==> config.mk <==
export PLATFORM = sky130hd
export DESIGN_NAME = status_reg_unit_flat
export DESIGN_NICKNAME = d
export VERILOG_FILES = /design/src/rtl/status_reg_unit_pkg.sv /design/src/rtl/status_reg_unit_if.sv /design/src/rtl/status_reg_unit_flag_calc.sv /design/src/rtl/status_reg_unit.sv /design/src/flat_wrapper.sv
export SDC_FILE = /design/constraint.sdc
export NUM_CORES = 1
export LEC_CHECK = 0
export BUFFER_PORTS_ARGS = -buffer_cell sky130_fd_sc_hd__buf_2
export CAP_MARGIN = 15
export CORE_MARGIN = 5
export CORE_UTILIZATION = 36
export CTS_CLUSTER_DIAMETER = 200
export DETAILED_ROUTE_END_ITERATION = 6
export PLACE_DENSITY = 0.77
export RECOVER_POWER = 100
export SLEW_MARGIN = 10
export SYNTH_ARGS = -nofsm -noshare
export SYNTH_HDL_FRONTEND = slang
export SYNTH_SLANG_ARGS = --single-unit
==> constraint.sdc <==
create_clock -name clk -period 1.4 [get_ports clk]
set_input_delay 0.14 -clock clk [delete_from_list [all_inputs] [get_ports clk]]
set_output_delay 0.14 -clock clk [all_outputs]
set_load 0.01 [all_outputs]
==> src/rtl/status_reg_unit_pkg.sv <==
// Shared definitions for the status register unit: ALU command encodings,
// NZCV bit positions and the shadow-register state enumeration.
package status_reg_unit_pkg;

  localparam logic [3:0] CMD_MOV = 4'b0001;
  localparam logic [3:0] CMD_MVN = 4'b1001;
  localparam logic [3:0] CMD_ADD = 4'b0010;
  localparam logic [3:0] CMD_ADC = 4'b0011;
  localparam logic [3:0] CMD_SUB = 4'b0100;
  localparam logic [3:0] CMD_SBC = 4'b0101;
  localparam logic [3:0] CMD_AND = 4'b0110;
  localparam logic [3:0] CMD_ORR = 4'b0111;
  localparam logic [3:0] CMD_EOR = 4'b1000;

  localparam int unsigned FLAG_N = 3;
  localparam int unsigned FLAG_Z = 2;
  localparam int unsigned FLAG_C = 1;
  localparam int unsigned FLAG_V = 0;

  typedef enum logic {
    SH_IDLE  = 1'b0,
    SH_SAVED = 1'b1
  } shadow_state_e;

endpackage

==> src/rtl/status_reg_unit_if.sv <==
// Execute-stage flag bus: ALU results and control into the unit, NZCV and
// shadow status out. master drives the stage side, slave is the flag unit.
interface status_reg_unit_if;
  logic [31:0] alu_res;
  logic        alu_cout;
  logic        op_a_msb;
  logic        op_b_msb;
  logic [3:0]  exe_cmd;
  logic        s_bit;
  logic        exe_valid;
  logic        stall;
  logic        flush;
  logic        wr_en;
  logic [3:0]  wr_data;
  logic        save_req;
  logic        restore_req;
  logic        n;
  logic        z;
  logic        c;
  logic        v;
  logic        shadow_valid;

  modport master (
    output alu_res, alu_cout, op_a_msb, op_b_msb, exe_cmd, s_bit, exe_valid,
           stall, flush, wr_en, wr_data, save_req, restore_req,
    input  n, z, c, v, shadow_valid
  );

  modport slave (
    input  alu_res, alu_cout, op_a_msb, op_b_msb, exe_cmd, s_bit, exe_valid,
           stall, flush, wr_en, wr_data, save_req, restore_req,
    output n, z, c, v, shadow_valid
  );
endinterface

==> src/rtl/status_reg_unit_flag_calc.sv <==
// Combinational NZCV computation from the ALU result; C and V hold their
// current value for logical, move and unknown commands.
module flag_calc
  import status_reg_unit_pkg::*;
(
  input  logic [31:0] i_alu_res,
  input  logic        i_alu_cout,
  input  logic        i_op_a_msb,
  input  logic        i_op_b_msb,
  input  logic [3:0]  i_exe_cmd,
  input  logic [3:0]  i_flags,
  output logic [3:0]  o_flags
);

  always_comb begin
    o_flags         = i_flags;
    o_flags[FLAG_N] = i_alu_res[31];
    o_flags[FLAG_Z] = (i_alu_res == '0);
    case (i_exe_cmd)
      CMD_ADD, CMD_ADC: begin
        o_flags[FLAG_C] = i_alu_cout;
        o_flags[FLAG_V] = (i_op_a_msb == i_op_b_msb) && (i_alu_res[31] != i_op_a_msb);
      end
      CMD_SUB, CMD_SBC: begin
        o_flags[FLAG_C] = i_alu_cout;
        o_flags[FLAG_V] = (i_op_a_msb != i_op_b_msb) && (i_alu_res[31] != i_op_a_msb);
      end
      default: ;
    endcase
  end

endmodule

==> src/rtl/status_reg_unit.sv <==
// Architectural NZCV register with a one-entry shadow (save/restore).
// Define FLAG_BYPASS_EN to expose next-edge flag values combinationally.
module status_reg_unit
  import status_reg_unit_pkg::*;
(
  input  logic             clk,
  input  logic             rst_n,
  status_reg_unit_if.slave bus
);

  logic [3:0]    r_flags;
  logic [3:0]    r_shadow;
  shadow_state_e r_state;

  logic [3:0]    w_calc;
  logic [3:0]    w_flags_nxt;
  logic [3:0]    w_shadow_nxt;
  logic [3:0]    w_flags_out;
  shadow_state_e w_state_nxt;
  logic          w_alu_upd;
  logic          w_restore;

  flag_calc u_flag_calc (
    .i_alu_res  (bus.alu_res),
    .i_alu_cout (bus.alu_cout),
    .i_op_a_msb (bus.op_a_msb),
    .i_op_b_msb (bus.op_b_msb),
    .i_exe_cmd  (bus.exe_cmd),
    .i_flags    (r_flags),
    .o_flags    (w_calc)
  );

  assign w_alu_upd = bus.exe_valid && bus.s_bit && !bus.stall && !bus.flush;
  assign w_restore = bus.restore_req && (r_state == SH_SAVED) && !bus.stall;

  // Shadow always captures the pre-update flags, so a save+restore pair swaps.
  always_comb begin
    w_flags_nxt  = r_flags;
    w_shadow_nxt = r_shadow;
    if (!bus.stall) begin
      if (w_restore)       w_flags_nxt = r_shadow;
      else if (bus.wr_en)  w_flags_nxt = bus.wr_data;
      else if (w_alu_upd)  w_flags_nxt = w_calc;
      if (bus.save_req)    w_shadow_nxt = r_flags;
    end
  end

  always_ff @(posedge clk or negedge rst_n) begin
    if (!rst_n) begin
      r_flags  <= '0;
      r_shadow <= '0;
    end else begin
      r_flags  <= w_flags_nxt;
      r_shadow <= w_shadow_nxt;
    end
  end

  always_ff @(posedge clk or negedge rst_n) begin
    if (!rst_n) r_state <= SH_IDLE;
    else        r_state <= w_state_nxt;
  end

  always_comb begin
    w_state_nxt = r_state;
    if (!bus.stall) begin
      case (r_state)
        SH_IDLE:  if (bus.save_req) w_state_nxt = SH_SAVED;
        SH_SAVED: if (bus.restore_req && !bus.save_req) w_state_nxt = SH_IDLE;
        default:  w_state_nxt = SH_IDLE;
      endcase
    end
  end

  always_comb begin
    bus.shadow_valid = (r_state == SH_SAVED);
  end

`ifdef FLAG_BYPASS_EN
  // w_flags_nxt already equals r_flags under stall, which suppresses bypass.
  assign w_flags_out = w_flags_nxt;
`else
  assign w_flags_out = r_flags;
`endif

  assign bus.n = w_flags_out[FLAG_N];
  assign bus.z = w_flags_out[FLAG_Z];
  assign bus.c = w_flags_out[FLAG_C];
  assign bus.v = w_flags_out[FLAG_V];

endmodule

==> src/flat_wrapper.sv <==
// flat-port wrapper written by rule: the top's interface ports become plain ports
module status_reg_unit_flat import status_reg_unit_pkg::*;
  (clk, rst_n, bus_alu_res, bus_alu_cout, bus_op_a_msb, bus_op_b_msb, bus_exe_cmd, bus_s_bit, bus_exe_valid, bus_stall, bus_flush, bus_wr_en, bus_wr_data, bus_save_req, bus_restore_req, bus_n, bus_z, bus_c, bus_v, bus_shadow_valid);
  status_reg_unit_if bus_i ();
  input  logic clk;
  input  logic rst_n;
  input wire logic [$bits(bus_i.alu_res)-1:0] bus_alu_res;
  input wire logic [$bits(bus_i.alu_cout)-1:0] bus_alu_cout;
  input wire logic [$bits(bus_i.op_a_msb)-1:0] bus_op_a_msb;
  input wire logic [$bits(bus_i.op_b_msb)-1:0] bus_op_b_msb;
  input wire logic [$bits(bus_i.exe_cmd)-1:0] bus_exe_cmd;
  input wire logic [$bits(bus_i.s_bit)-1:0] bus_s_bit;
  input wire logic [$bits(bus_i.exe_valid)-1:0] bus_exe_valid;
  input wire logic [$bits(bus_i.stall)-1:0] bus_stall;
  input wire logic [$bits(bus_i.flush)-1:0] bus_flush;
  input wire logic [$bits(bus_i.wr_en)-1:0] bus_wr_en;
  input wire logic [$bits(bus_i.wr_data)-1:0] bus_wr_data;
  input wire logic [$bits(bus_i.save_req)-1:0] bus_save_req;
  input wire logic [$bits(bus_i.restore_req)-1:0] bus_restore_req;
  output wire logic [$bits(bus_i.n)-1:0] bus_n;
  output wire logic [$bits(bus_i.z)-1:0] bus_z;
  output wire logic [$bits(bus_i.c)-1:0] bus_c;
  output wire logic [$bits(bus_i.v)-1:0] bus_v;
  output wire logic [$bits(bus_i.shadow_valid)-1:0] bus_shadow_valid;
  assign bus_i.alu_res = bus_alu_res;
  assign bus_i.alu_cout = bus_alu_cout;
  assign bus_i.op_a_msb = bus_op_a_msb;
  assign bus_i.op_b_msb = bus_op_b_msb;
  assign bus_i.exe_cmd = bus_exe_cmd;
  assign bus_i.s_bit = bus_s_bit;
  assign bus_i.exe_valid = bus_exe_valid;
  assign bus_i.stall = bus_stall;
  assign bus_i.flush = bus_flush;
  assign bus_i.wr_en = bus_wr_en;
  assign bus_i.wr_data = bus_wr_data;
  assign bus_i.save_req = bus_save_req;
  assign bus_i.restore_req = bus_restore_req;
  assign bus_n = bus_i.n;
  assign bus_z = bus_i.z;
  assign bus_c = bus_i.c;
  assign bus_v = bus_i.v;
  assign bus_shadow_valid = bus_i.shadow_valid;
  status_reg_unit u_core (.clk(clk), .rst_n(rst_n), .bus(bus_i));
endmodule
# [Yosys cells after proc, flatten, opt, wreduce, memory -nomap -nowiden]
# Index checks and enable logic that the tools add are counted.
[word_totals] ff_bits=9 latch_bits=0 ram_bits=0 rom_bits=0 input_bits=52 wordCells=39 n_memories=0
[op_classes] add_sub_neg=0 mul=0 n_div=0 magnitude_cmp=0 n_eq_ne=7 shifts=0 muxes=7 bitwise=2 reduce_logical=19
[ops] operator="zero test 32 bit" count=1
[ops] operator="2-to-1 mux 4 bit" count=3
[ops] operator="equality test 4 x 2 -> 1 bit (second input constant)" count=2
[ops] operator="equality test 4 x 3 -> 1 bit (second input constant)" count=2
[ops] operator="logical AND 1 bit" count=8
[ops] operator="case mux 2 bit (2 select lines)" count=1
[ops] operator="AND reduction 2 bit" count=2
[ops] operator="nonzero test 4 bit" count=1
[ops] operator="OR reduction 2 bit" count=2
[ops] operator="zero test 1 bit" count=3
[ops] operator="AND reduction 3 bit" count=1
[ops] operator="nonzero test 3 bit" count=1
[ops] operator="2-to-1 mux 1 bit" count=2
[ops] operator="inequality test 1 bit" count=2
[ops] operator="inverter 1 bit" count=2
[ops] operator="case mux 1 bit (2 select lines)" count=1
[ops] operator="equality test 1 bit" count=1

# [Longest topological paths before layout]
# Gate-level depths: netlist of the first run.
[logic_depth] ltp_word=6 ltp_mapped=6 mapped_depth_nobuf=5

# [Hierarchy]
# A second synthesis of the first run with hierarchy kept.
[unflattened] hier_cells=59 area_unflattened_um2=610.6
[modules_own_cells] module="status_reg_unit" n_inst=1 cells_per_inst=39 area_per_inst_um2=464.2 seq_area_each_um2=225.2
[modules_own_cells] module="flag_calc" n_inst=1 cells_per_inst=20 area_per_inst_um2=146.4 seq_area_each_um2=0.0

# [Worst setup path before layout of the first run]
# OpenSTA, ideal clock, no wires.
[synth_timing] path_kind="reg2reg" from="reg u_core.r_state, in the netlist u_core.bus.shadow_valid" to="reg u_core.r_flags[1]" arrival_ns=1.214 slack_ns=0.061 stages_incl_launch_ff=6 n_path_buf=1 period_less_slack_ns=1.339 cell_sequence="dfrtp_1 and3b_1 buf_6 nor2_8 a21oi_2 mux2_4"
[synth_between] elab_chain_cells=4
[synth_rtl] item="from (decl)" line="status_reg_unit.sv:13" rtl="shadow_state_e r_state;"
[synth_rtl] item="from (signal assigned)" line="status_reg_unit.sv:60" rtl="else r_state <= w_state_nxt;"
[synth_rtl] item="logical AND 1 bit (*) (2 in a row)" line="status_reg_unit.sv:34" rtl="assign w_restore = bus.restore_req && (r_state == SH_SAVED) && !bus.stall;"
[synth_rtl] item="nonzero test 4 bit (no source line) or nonzero test 3 bit (tied branches)"
[synth_rtl] item="AND reduction 3 bit (no source line)"
[synth_rtl] item="to (signal assigned)" line="status_reg_unit.sv:53" rtl="r_flags <= w_flags_nxt;"
[synth_rtl] item="to (decl)" line="status_reg_unit.sv:11" rtl="logic [3:0] r_flags;"
# Every way passes the cells marked *; elsewhere a longest branch is shown, timed or not.
# A chain may end at the register's enable or synchronous reset.

# [Worst setup path after layout of the first run]
[layout_timing] from="reg u_core.r_state, in the netlist u_core.bus.shadow_valid" to="reg u_core.r_flags[3]"
[layout_between] elab_chain_cells=4
[layout_rtl] item="logical AND 1 bit (*) (2 in a row)" line="status_reg_unit.sv:34"
[layout_rtl] item="nonzero test 3 bit (no source line)"
[layout_rtl] item="AND reduction 2 bit (no source line)"
# Marked as above.

==> impl_metrics.yaml, run 1 <==
yosys:
  yosysWarnings: 0
  yosysSeqAreaShare: 0.3509
  synth-edff-count: 0
  netlist_area_um2: 641.9
  synth_ff_type: "dfrtp_1"
  netlist-cell-type-count: 28
  ys_ff_latch: 9
  avgSynthCellArea_um2: 10.52
  synth_cells: 61
  async_reset_ff_frac: 1.000
  syn_nets: 113
clock_network:
  htree_levels: 1
  root_buffer: "clkbuf_4"
  cts_max_path_buffers: 2
  clk_pin_slew_ns: 0.06
  cts_made_buffers: 3
  cts_tree: "built"
  clk_latency_ns: 0.26
  cts.sinks: 9
min_path:
  hp-start: "bus_alu_res[23]"
  hold_path_class: "input port to flip-flop"
die:
  initial_core_util: 0.3758
  floorplan.rows: 15
  die_x_um: 52.23
  core_area_um2: 1708
  num_io_pins: 57
  die_h_um: 52.23
  die-area_um2: 2727
global_routing:
  grtUsageTotal: 0.1479
  grt_pass1_wl_um: 2987
  grt_overflow: 0
  grt_pass1_vias: 799
  grt_start_max_net_pins: 10
  antenna_found_initial: 0
flow_run:
  maxCapViolCount: 0
layout:
  stdcell_area_um2: 1010
  final_cell_mix: "50 x buf_2, 9 x dfrtp_1, 7 x nor4_1, 7 x clkbuf_1, 5 x nand2_1"
  drive_gt1_frac: 0.5565
  final_core_util: 0.5912
  diodes: 0
  final_nets: 177
  areaGrowthSynthToFinish_pct: 57.31
  final_cells: 149
  final_common_cell: "buf_2"
run_status:
  status: "finished clean"
setup_path:
  worst-path-max-fanout: 4
  crit_required_ns: 1.53
  startpoint: "u_core.bus.shadow_valid"
  worstReg2RegStart: "u_core.bus.shadow_valid"
  cp.arrival_ns: 1.51
  slowest_delay_ns: 0.41
  endpoint_kind: "flip-flop"
  crit_type: "flip-flop to flip-flop"
  crit_chain: "and3b_2 > nor2_8 > a21oi_4 > mux2_4"
  crit_slowest_cell: "dfrtp_1"
  startpoint_type: "flip-flop"
routing:
  wl_met2_um: 987
  drc: 0
  drtPass1Iterations: 4
  vias: 734
  met3_length_um: 164
  highest_layer: "met4"
  vias_per_cell: 4.926
  routedWlPerCell_um: 12.70
  drtIter0Drc: 9
  wl_met1_um: 725
  drt-total-wl_um: 1892
  antenna_left: 0
placed_design:
  place_ws_ns: -0.007043
  gp_congestion: 0.7946
  post_dp_cell_area_um2: 963.4
  dp_hpwl_um: 1609
  port_buffers: 55
  dp.cells: 144
sta:
  worstMarginPinSlew_ns: 0.4649
  drv_slew: 0
  worst_slack_ns: 0.01946
  hold_violations: 0
  grt_setup_unrepaired: "true"
  fmax_mhz: 724.4
  timing.hold.ws_ns: 0.1628
  period_needed_ns: 1.381
  period_share: 0.9861
  setup-tns-final_ns: 0
  setup_viol: 0
  relSlewSlack: 0.6901
  final.setup_skew_ns: 0.007337
power_and_ir_drop:
  total_power_mw: 0.8378
  p_leak_nw: 0.4873
  powerDensity_nw_per_um2: 829.7
  vdd_ir_drop_max_uv: 384.2
[per-layer routing]
| metal | track usage | up-vias |
|---|---|---|
| met5 | 0 | - |
| li1 | - | 358 |
| met2 | 0.2699 | 43 |
| met3 | 0.02849 | 2 |
| met1 | 0.1631 | 331 |
| met4 | 0.06809 | 0 |
[power by group]
part	leakage [nW]	switching (mW)	total, mW	internal [mW]
clock	0.0150	0.0852	0.195	0.109
sequential	0.104	0.0456	0.369	0.323
combinational	0.369	0.116	0.274	0.158
total	0.487	0.247	0.838	0.591
[cell families (layout without fill, tap and decap cells)]
kind of cell	Yosys count	count (layout)	share of synthesized area
multiplexers	10	10	0.1793
AND/OR/NAND/NOR	27	27	0.2983
XOR/XNOR	2	2	0.02730
flip-flops	9	9	0.3509
buffers and inverters	3	66	0.04093
AO/OA/AOI/OAI	10	10	0.1033
[critical path: cells and delay by family, from the launching register on]
kind	cells	cell delay, ns
flip-flops	1	0.41
AO/OA/AOI/OAI	1	0.17
AND/OR/NAND/NOR	2	0.36
multiplexers	1	0.31
[synth_stat cells, types with 2 or more instances]
master | n | share of area
mux2_4 | 2 | 0.047
mux2i_1 | 4 | 0.062
nor2_1 | 2 | 0.012
dfrtp_1 | 9 | 0.35
nand2b_1 | 3 | 0.029
mux2_2 | 4 | 0.070
nor4_1 | 7 | 0.068
a31oi_1 | 2 | 0.019
buf_6 | 2 | 0.035
nand2_1 | 5 | 0.029
a21oi_2 | 2 | 0.027
o21ai_0 | 3 | 0.023
[layout make-up]
class / instances / area, µm²
Sequential cell: 9 / 225.2
Tap cell: 25 / 31.28
Multi-Input combinational cell: 49 / 406.6
Timing Repair Buffer: 61 / 316.6
Fill cell: 160 / 698.2
Inverter: 1 / 3.754
Clock buffer: 4 / 26.28
[what timing repair did]
item                       CTS  global route
hold buffers                 1             0
setup endpoints to repair    2             2
setup buffers                0             0
pin swaps                    0             1
hold endpoints to repair     9             0
gates resized for setup      1             4
[final timing paths]
path / endpoint / slack [ns] / cells past startpoint
hold / removal: u_core.r_flags[2] / 0.16 / 4
setup reg to reg: u_core.r_flags[3] / 0.02 / 4
hold reg to reg: u_core.r_shadow[0] / 0.52 / 1
setup / recovery: u_core.r_flags[3] / 0.02 / 4
min in group asynchronous: u_core.r_flags[2] / 0.34 / 2
max in group asynchronous: u_core.r_flags[1] / 0.74 / 2
[registers in the layout, indices dropped and copies added (netlist names)]
register                 flops
u_core.r_flags               4
u_core.r_shadow              4
u_core.bus.shadow_valid      1
Power figures use the tool's default switching activity.
==> run 2: changes to the inputs <==
--- a/config.mk
+++ b/config.mk
@@ -8,7 +8,7 @@
 export BUFFER_PORTS_ARGS = -buffer_cell sky130_fd_sc_hd__buf_2
 export CAP_MARGIN = 15
 export CORE_MARGIN = 5
-export CORE_UTILIZATION = 36
+export CORE_UTILIZATION = 35
 export CTS_CLUSTER_DIAMETER = 200
 export DETAILED_ROUTE_END_ITERATION = 6
 export PLACE_DENSITY = 0.77
@@ -16,4 +16,5 @@
 export SLEW_MARGIN = 10
 export SYNTH_ARGS = -nofsm -noshare
 export SYNTH_HDL_FRONTEND = slang
+export SYNTH_HIERARCHICAL = 1
 export SYNTH_SLANG_ARGS = --single-unit
==> run 2 against run 1 <==
Compared with the run above:
- combinational power increased by 1%
- utilization decreased by 4.5 points
- first-iteration DRC count increased by 33%
- cell count decreased by 10%
- die area decreased by 1.8%
- wire length decreased by 1.5%
- via count decreased by 3.5%
- synthesized cell count decreased by 3.3%
- register-to-register slack improved by 0.095 ns
- largest power group unchanged
==> impl_metrics.yaml, run 2 <==
sta:
  fmax_mhz: 778.1
  drv_slew: 0
  hold_violations: 0
  setup_viol: 0
  timing.hold.ws_ns: 0.1990
  period_share: 0.9180
  final.setup_skew_ns: 0.006682
  period_needed_ns: 1.285
  grt_setup_unrepaired: "false"
  worstMarginPinSlew_ns: 0.4804
  relSlewSlack: 0.6797
layout:
  multiInputGateArea_um2: 372.9
  final_cell_mix: "48 x buf_2, 9 x dfrtp_1, 8 x clkbuf_1, 8 x nor4_1"
  drive_gt1_frac: 0.4957
  regArea_um2: 225.2
  diodes: 0
  n_fill_cell: 161
  areaGrowthSynthToFinish_pct: 51.02
  final_common_cell: "buf_2"
  final_nets: 170
yosys:
  synth_compound_area_frac: 0.1148
  synth_ff_type: "dfrtp_1"
  syn_nets: 111
  synth_top_family_by_area: "simple AND/OR/NAND/NOR gates"
  yosysSeqAreaShare: 0.3689
  synthSimpleGateAreaFrac: 0.2684
  ys_ff_latch: 9
  netlist_area_um2: 610.6
  synth-edff-count: 0
  synth_cells: 59
  synthMostInstantiatedCell: "dfrtp_1"
  netlist-cell-type-count: 21
  synthMuxAreaShare: 0.1988
  synth_top_area_cell: "dfrtp_1"
  synthXorXnorAreaFrac: 0.02869
  netlist_top_cells_count: "9 x dfrtp_1, 8 x nor4_1, 5 x mux2i_1, 5 x nor2_1"
  async_reset_ff_frac: 1.000
  synthTopCellsByArea: "dfrtp_1 37%, mux2i_1 8.2%, nor4_1 8.2%"
  yosys.area.top_type_share: 0.3689
  yosysWarnings: 6
  avgSynthCellArea_um2: 10.35
  synth_fa_ha_area_frac: 0
setup_path:
  endpoint_kind: "flip-flop"
  crit_chain: "mux2_4 > mux2i_1 > nor2_1 > a221o_1"
  cp.arrival_ns: 1.43
  critical_path.top_delay_family: "flip-flops"
  startpoint_type: "flip-flop"
  crit_slowest_cell: "dfrtp_1"
  crit_type: "flip-flop to flip-flop"
  worst-path-max-fanout: 4
  path_buf_inv: 0
  slowest_delay_ns: 0.42
  crit_required_ns: 1.55
power_and_ir_drop:
  power_frac_seq: 0.438
  vdd_ir_drop_max_uv: 372.7
  p_leak_nw: 0.4675
  power_switching_mw: 0.2440
  p_comb_frac: 0.330
  total_power_mw: 0.8441
  clkPwrFrac: 0.232
  powerDensity_nw_per_um2: 915.4
  p_sw_frac: 0.2890
  p_int_mw: 0.6001
clock_network:
  clk_latency_ns: 0.26
  cts.sinks: 9
  clk_pin_slew_ns: 0.06
  post-cts-setup-buffer-count: 0
  cts_tree: "built"
  htree_levels: 1
  root_buffer: "clkbuf_4"
  cts_made_buffers: 3
  cts_max_path_buffers: 2
routing:
  drc: 0
  vias_per_cell: 5.284
  vias: 708
  drtPass1Iterations: 2
  drt-total-wl_um: 1864
  antenna_left: 0
  routedWlPerCell_um: 13.91
  drtIter0Drc: 12
die:
  die_x_um: 51.77
  die_h_um: 51.77
  floorplan.rows: 15
  num_io_pins: 57
  initial_core_util: 0.3615
  die-area_um2: 2680
  core_area_um2: 1689
placed_design:
  gp_congestion: 0.7554
  port_buffers: 55
  dp_hpwl_um: 1628
global_routing:
  grt_pass1_wl_um: 3001
  antenna_found_initial: 0
  grt_use_met3: 0.02865
  grt_use_met2: 0.2924
  gr-usage-met1: 0.1436
  grt-busiest-layer: "met2"
  grt_pass1_vias: 753
  grtUsageTotal: 0.1510
  grt_start_max_net_pins: 10
  grt_overflow: 0
flow_run:
  maxCapViolCount: 0
min_path:
  hold_path_class: "input port to flip-flop"
run_status:
  status: "finished clean"
run 2: timing repair:
| item | CTS | global route |
|---|---|---|
| hold buffers | 1 | 0 |
| resized for setup | 0 | 0 |
| hold endpoints to repair | 9 | 0 |
run 2: layer usage:
layer | wire [µm] | vias to the layer above | share of wire
met5 | 0 | - | 0
met4 | 53 | 0 | 0.028
met3 | 109 | 6 | 0.058
met2 | 1049 | 31 | 0.56
met1 | 651 | 324 | 0.35
li1 | - | 347 | -
run 2: worst register-to-register path: stages, from the launching register on:
cell	delay [ns]
dfrtp_1	0.42
mux2_4	0.29
mux2i_1	0.13
nor2_1	0.06
a221o_1	0.28
run 2: final timing paths:
path,slack (ns),cells after the start,startpoint,endpoint
max in group asynchronous,0.73,2,rst_n,u_core/r_flags[2]
min in group asynchronous,0.34,2,rst_n,u_core/r_shadow[3]
min,0.20,3,bus_restore_req,u_core/bus.shadow_valid
min reg2reg,0.50,1,u_core/r_shadow[2],u_core/r_shadow[2]
max reg2reg,0.11,4,u_core/r_flags[0],u_core/r_flags[0]
max,0.11,4,u_core/r_flags[0],u_core/r_flags[0]
run 2: power by group through the flow:
| stage | registers (mW) | clock network (mW) | logic, mW |
|---|---|---|---|
| 3_5_place_dp | 0.372 | 0 | 0.288 |
| 6_report | 0.370 | 0.196 | 0.278 |
| 5_1_grt | 0.380 | 0.213 | 0.305 |
| 4_1_cts | 0.368 | 0.206 | 0.290 |
| 3_3_place_gp | 0.372 | 0 | 0.278 |
| 2_1_floorplan | 0.378 | 0 | 0.144 |
run 2: cell type report:
| type | count | area share |
|---|---|---|
| Tap cell | 17 | 0.02307 |
| Timing Repair Buffer | 56 | 0.2999 |
| Clock buffer | 4 | 0.02849 |
| Sequential cell | 9 | 0.2442 |
| Multi-Input combinational cell | 48 | 0.4043 |
run 2: metrics by stage:
step / util / cell area, µm² / setup slack, ns / instances / TNS (ns)
finish: 0.5459 / 922.1 / 0.1149 / 134 / 0
global route: 0.5459 / 922.1 / 0.05531 / 134 / 0
CTS: 0.5511 / 930.9 / 0.1142 / 134 / 0
detailed placement: 0.5296 / 894.6 / -0.07738 / 129 / -0.1505
global placement: 0.5296 / 894.6 / -0.02476 / 129 / -0.03091
floorplan: - / 610.6 / 0.1453 / 59 / 0
run 2: kinds of logic after synthesis:
kind of cell	count (synthesis)
AND/OR/NAND/NOR	27
multiplexers	11
flip-flops	9
AO/OA/AOI/OAI	8
XOR/XNOR	2
buffers and inverters	2
==> run 3: changes to the inputs <==
--- a/config.mk
+++ b/config.mk
@@ -7,11 +7,13 @@
 export LEC_CHECK = 0
 export BUFFER_PORTS_ARGS = -buffer_cell sky130_fd_sc_hd__buf_2
 export CAP_MARGIN = 15
+export CELL_PAD_IN_SITES_DETAIL_PLACEMENT = 0
+export CELL_PAD_IN_SITES_GLOBAL_PLACEMENT = 1
 export CORE_MARGIN = 5
-export CORE_UTILIZATION = 35
+export CORE_UTILIZATION = 24
 export CTS_CLUSTER_DIAMETER = 200
 export DETAILED_ROUTE_END_ITERATION = 6
-export PLACE_DENSITY = 0.77
+export PLACE_DENSITY_LB_ADDON = 0.1
 export RECOVER_POWER = 100
 export SLEW_MARGIN = 10
 export SYNTH_ARGS = -nofsm -noshare
==> run 3 against run 2 <==
Compared with the run above:
- total power is 0.48% lower
- largest power group unchanged
- sequential share of layout area is 0.74 points lower
- worst setup slack gained 0.0076 ns
- worst hold slack improved by 0.0042 ns
- clock-buffer cell count did not move
- first-iteration DRC count is 8.3% higher
- critical endpoint unchanged
- clock skew is 0.0055 ns lower
- via count shrank 4.0%
==> impl_metrics.yaml, run 3 (synthesis gave the netlist of run 2 again) <==
setup_path:
  cp.arrival_ns: 1.41
  reg2reg_slack_ns: 0.12
  worstReg2RegEnd: "u_core/r_flags[0]"
  worst-path-max-fanout: 2
  startpoint: "u_core/r_flags[0]"
  endpoint_kind: "flip-flop"
  reg2regPathDepth: 4
  startpoint_type: "flip-flop"
  worstReg2RegStart: "u_core/r_flags[0]"
  cp-endpoint: "u_core/r_flags[0]"
  crit_type: "flip-flop to flip-flop"
  crit_required_ns: 1.54
power_and_ir_drop:
  p_leak_nw: 0.4757
  power_frac_seq: 0.430
  p_int_mw: 0.6023
  clkPwrFrac: 0.225
  power_switching_mw: 0.2378
  p_comb_frac: 0.345
  powerDensity_nw_per_um2: 883.4
  p_sw_frac: 0.2831
  vdd_ir_drop_max_uv: 507.2
  total_power_mw: 0.8401
layout:
  n_fill_cell: 274
  final_nets: 173
  regArea_um2: 225.2
  multiInputGateArea_um2: 369.1
  final_cell_mix: "49 x buf_2, 9 x clkbuf_1, 9 x dfrtp_1, 8 x nor4_1"
  diodes: 0
  areaGrowthSynthToFinish_pct: 55.74
  final_common_cell: "buf_2"
  stdcell_area_um2: 950.9
  drive_gt1_frac: 0.4917
clock_network:
  clk_pin_slew_ns: 0.05
  ctsHoldBuffers: 1
  cts.sinks: 9
  root_buffer: "clkbuf_4"
  cts_tree: "built"
  cts_made_buffers: 3
  post-cts-setup-buffer-count: 0
  clk_latency_ns: 0.25
  cts-resized-gates: 0
  htree_levels: 1
  cts_max_path_buffers: 2
routing:
  vias_per_cell: 4.533
  drtIter0Drc: 13
  routedWlPerCell_um: 12.85
  drc: 0
  antenna_left: 0
  drt-total-wl_um: 1928
  vias: 680
  drtPass1Iterations: 2
die:
  die_x_um: 60.44
  floorplan.rows: 18
  core_area_um2: 2455
  die_h_um: 60.44
  initial_core_util: 0.2487
  num_io_pins: 57
  die-area_um2: 3653
placed_design:
  gp_congestion: 0.7136
  post_dp_cell_area_um2: 933.4
  dp_hpwl_um: 1744
  port_buffers: 55
sta:
  final.setup_skew_ns: 0.001211
  grt_setup_unrepaired: "false"
  setup_viol: 0
  period_share: 0.9126
  setup-tns-final_ns: 0
  period_needed_ns: 1.278
  drv_slew: 0
  worstMarginPinSlew_ns: 0.4909
  relSlewSlack: 0.6727
  fmax_mhz: 782.7
  hold_violations: 0
global_routing:
  grt_overflow: 0
  antenna_found_initial: 0
  grt_pass1_wl_um: 3125
  grt_start_max_net_pins: 10
  grtUsageTotal: 0.1147
  grt_pass1_vias: 757
run_status:
  status: "finished clean"
min_path:
  hold_path_class: "input port to flip-flop"
flow_run:
  maxCapViolCount: 0
run 3: cell count changes in the layout (fill, tap and decap cells not counted):
cell / delta
mux2_4: -1
clkbuf_1: +1
mux2_1: +1
buf_2: +1
buf_4: +1
run 3: metrics by stage:
stage | hold slack (ns) | util | worst slack, ns | std cells
after floorplan | -0.1556 | - | 0.1453 | 59
after detailed placement | 0.0009575 | 0.3802 | -0.06154 | 145
after global routing | 0.1992 | 0.3874 | 0.04095 | 150
final | 0.2032 | 0.3874 | 0.1224 | 150
after CTS | 0.1910 | 0.3950 | 0.1392 | 150
after global placement | 0.001817 | 0.3802 | -0.04671 | 145
run 3: layout make-up:
class	count	area share
Sequential cell	9	0.2368
Timing Repair Buffer	59	0.3079
Tap cell	30	0.03947
Clock buffer	4	0.02763
Multi-Input combinational cell	48	0.3882
run 3: power groups by stage:
stage	logic [mW]	registers, mW	clock network [mW]
global route	0.328	0.371	0.224
CTS	0.322	0.363	0.205
floorplan	0.144	0.378	0
global placement	0.314	0.366	0
detailed placement	0.317	0.368	0
finish	0.290	0.361	0.189
run 3: layer usage:
metal | GRT usage | part of all wire | vias to the layer above
li1 | - | - | 353
met1 | 0.1150 | 0.35 | 310
met2 | 0.2284 | 0.59 | 17
met3 | 0.04043 | 0.060 | 0
met4 | 0.01858 | 0 | 0
met5 | 0 | 0 | -
run 3: worst min path at each step:
stage / startpoint / to / slack (ns) / cells after the start
floorplan: rst_n / u_core/bus.shadow_valid / -0.16 / 0
global placement: rst_n / u_core/r_flags[0] / 0.002 / 1
detailed placement: rst_n / u_core/r_flags[0] / 0.001 / 1
CTS: bus_restore_req / u_core/bus.shadow_valid / 0.19 / 3
global route: bus_restore_req / u_core/bus.shadow_valid / 0.20 / 3
finish: bus_restore_req / u_core/bus.shadow_valid / 0.20 / 3
run 3: critical path, cell delays in order, from the launching register on:
cell and delay [ns]:
dfrtp_1 0.37, mux2_1 0.29, mux2i_1 0.17, nor2_1 0.06, a221o_1 0.28
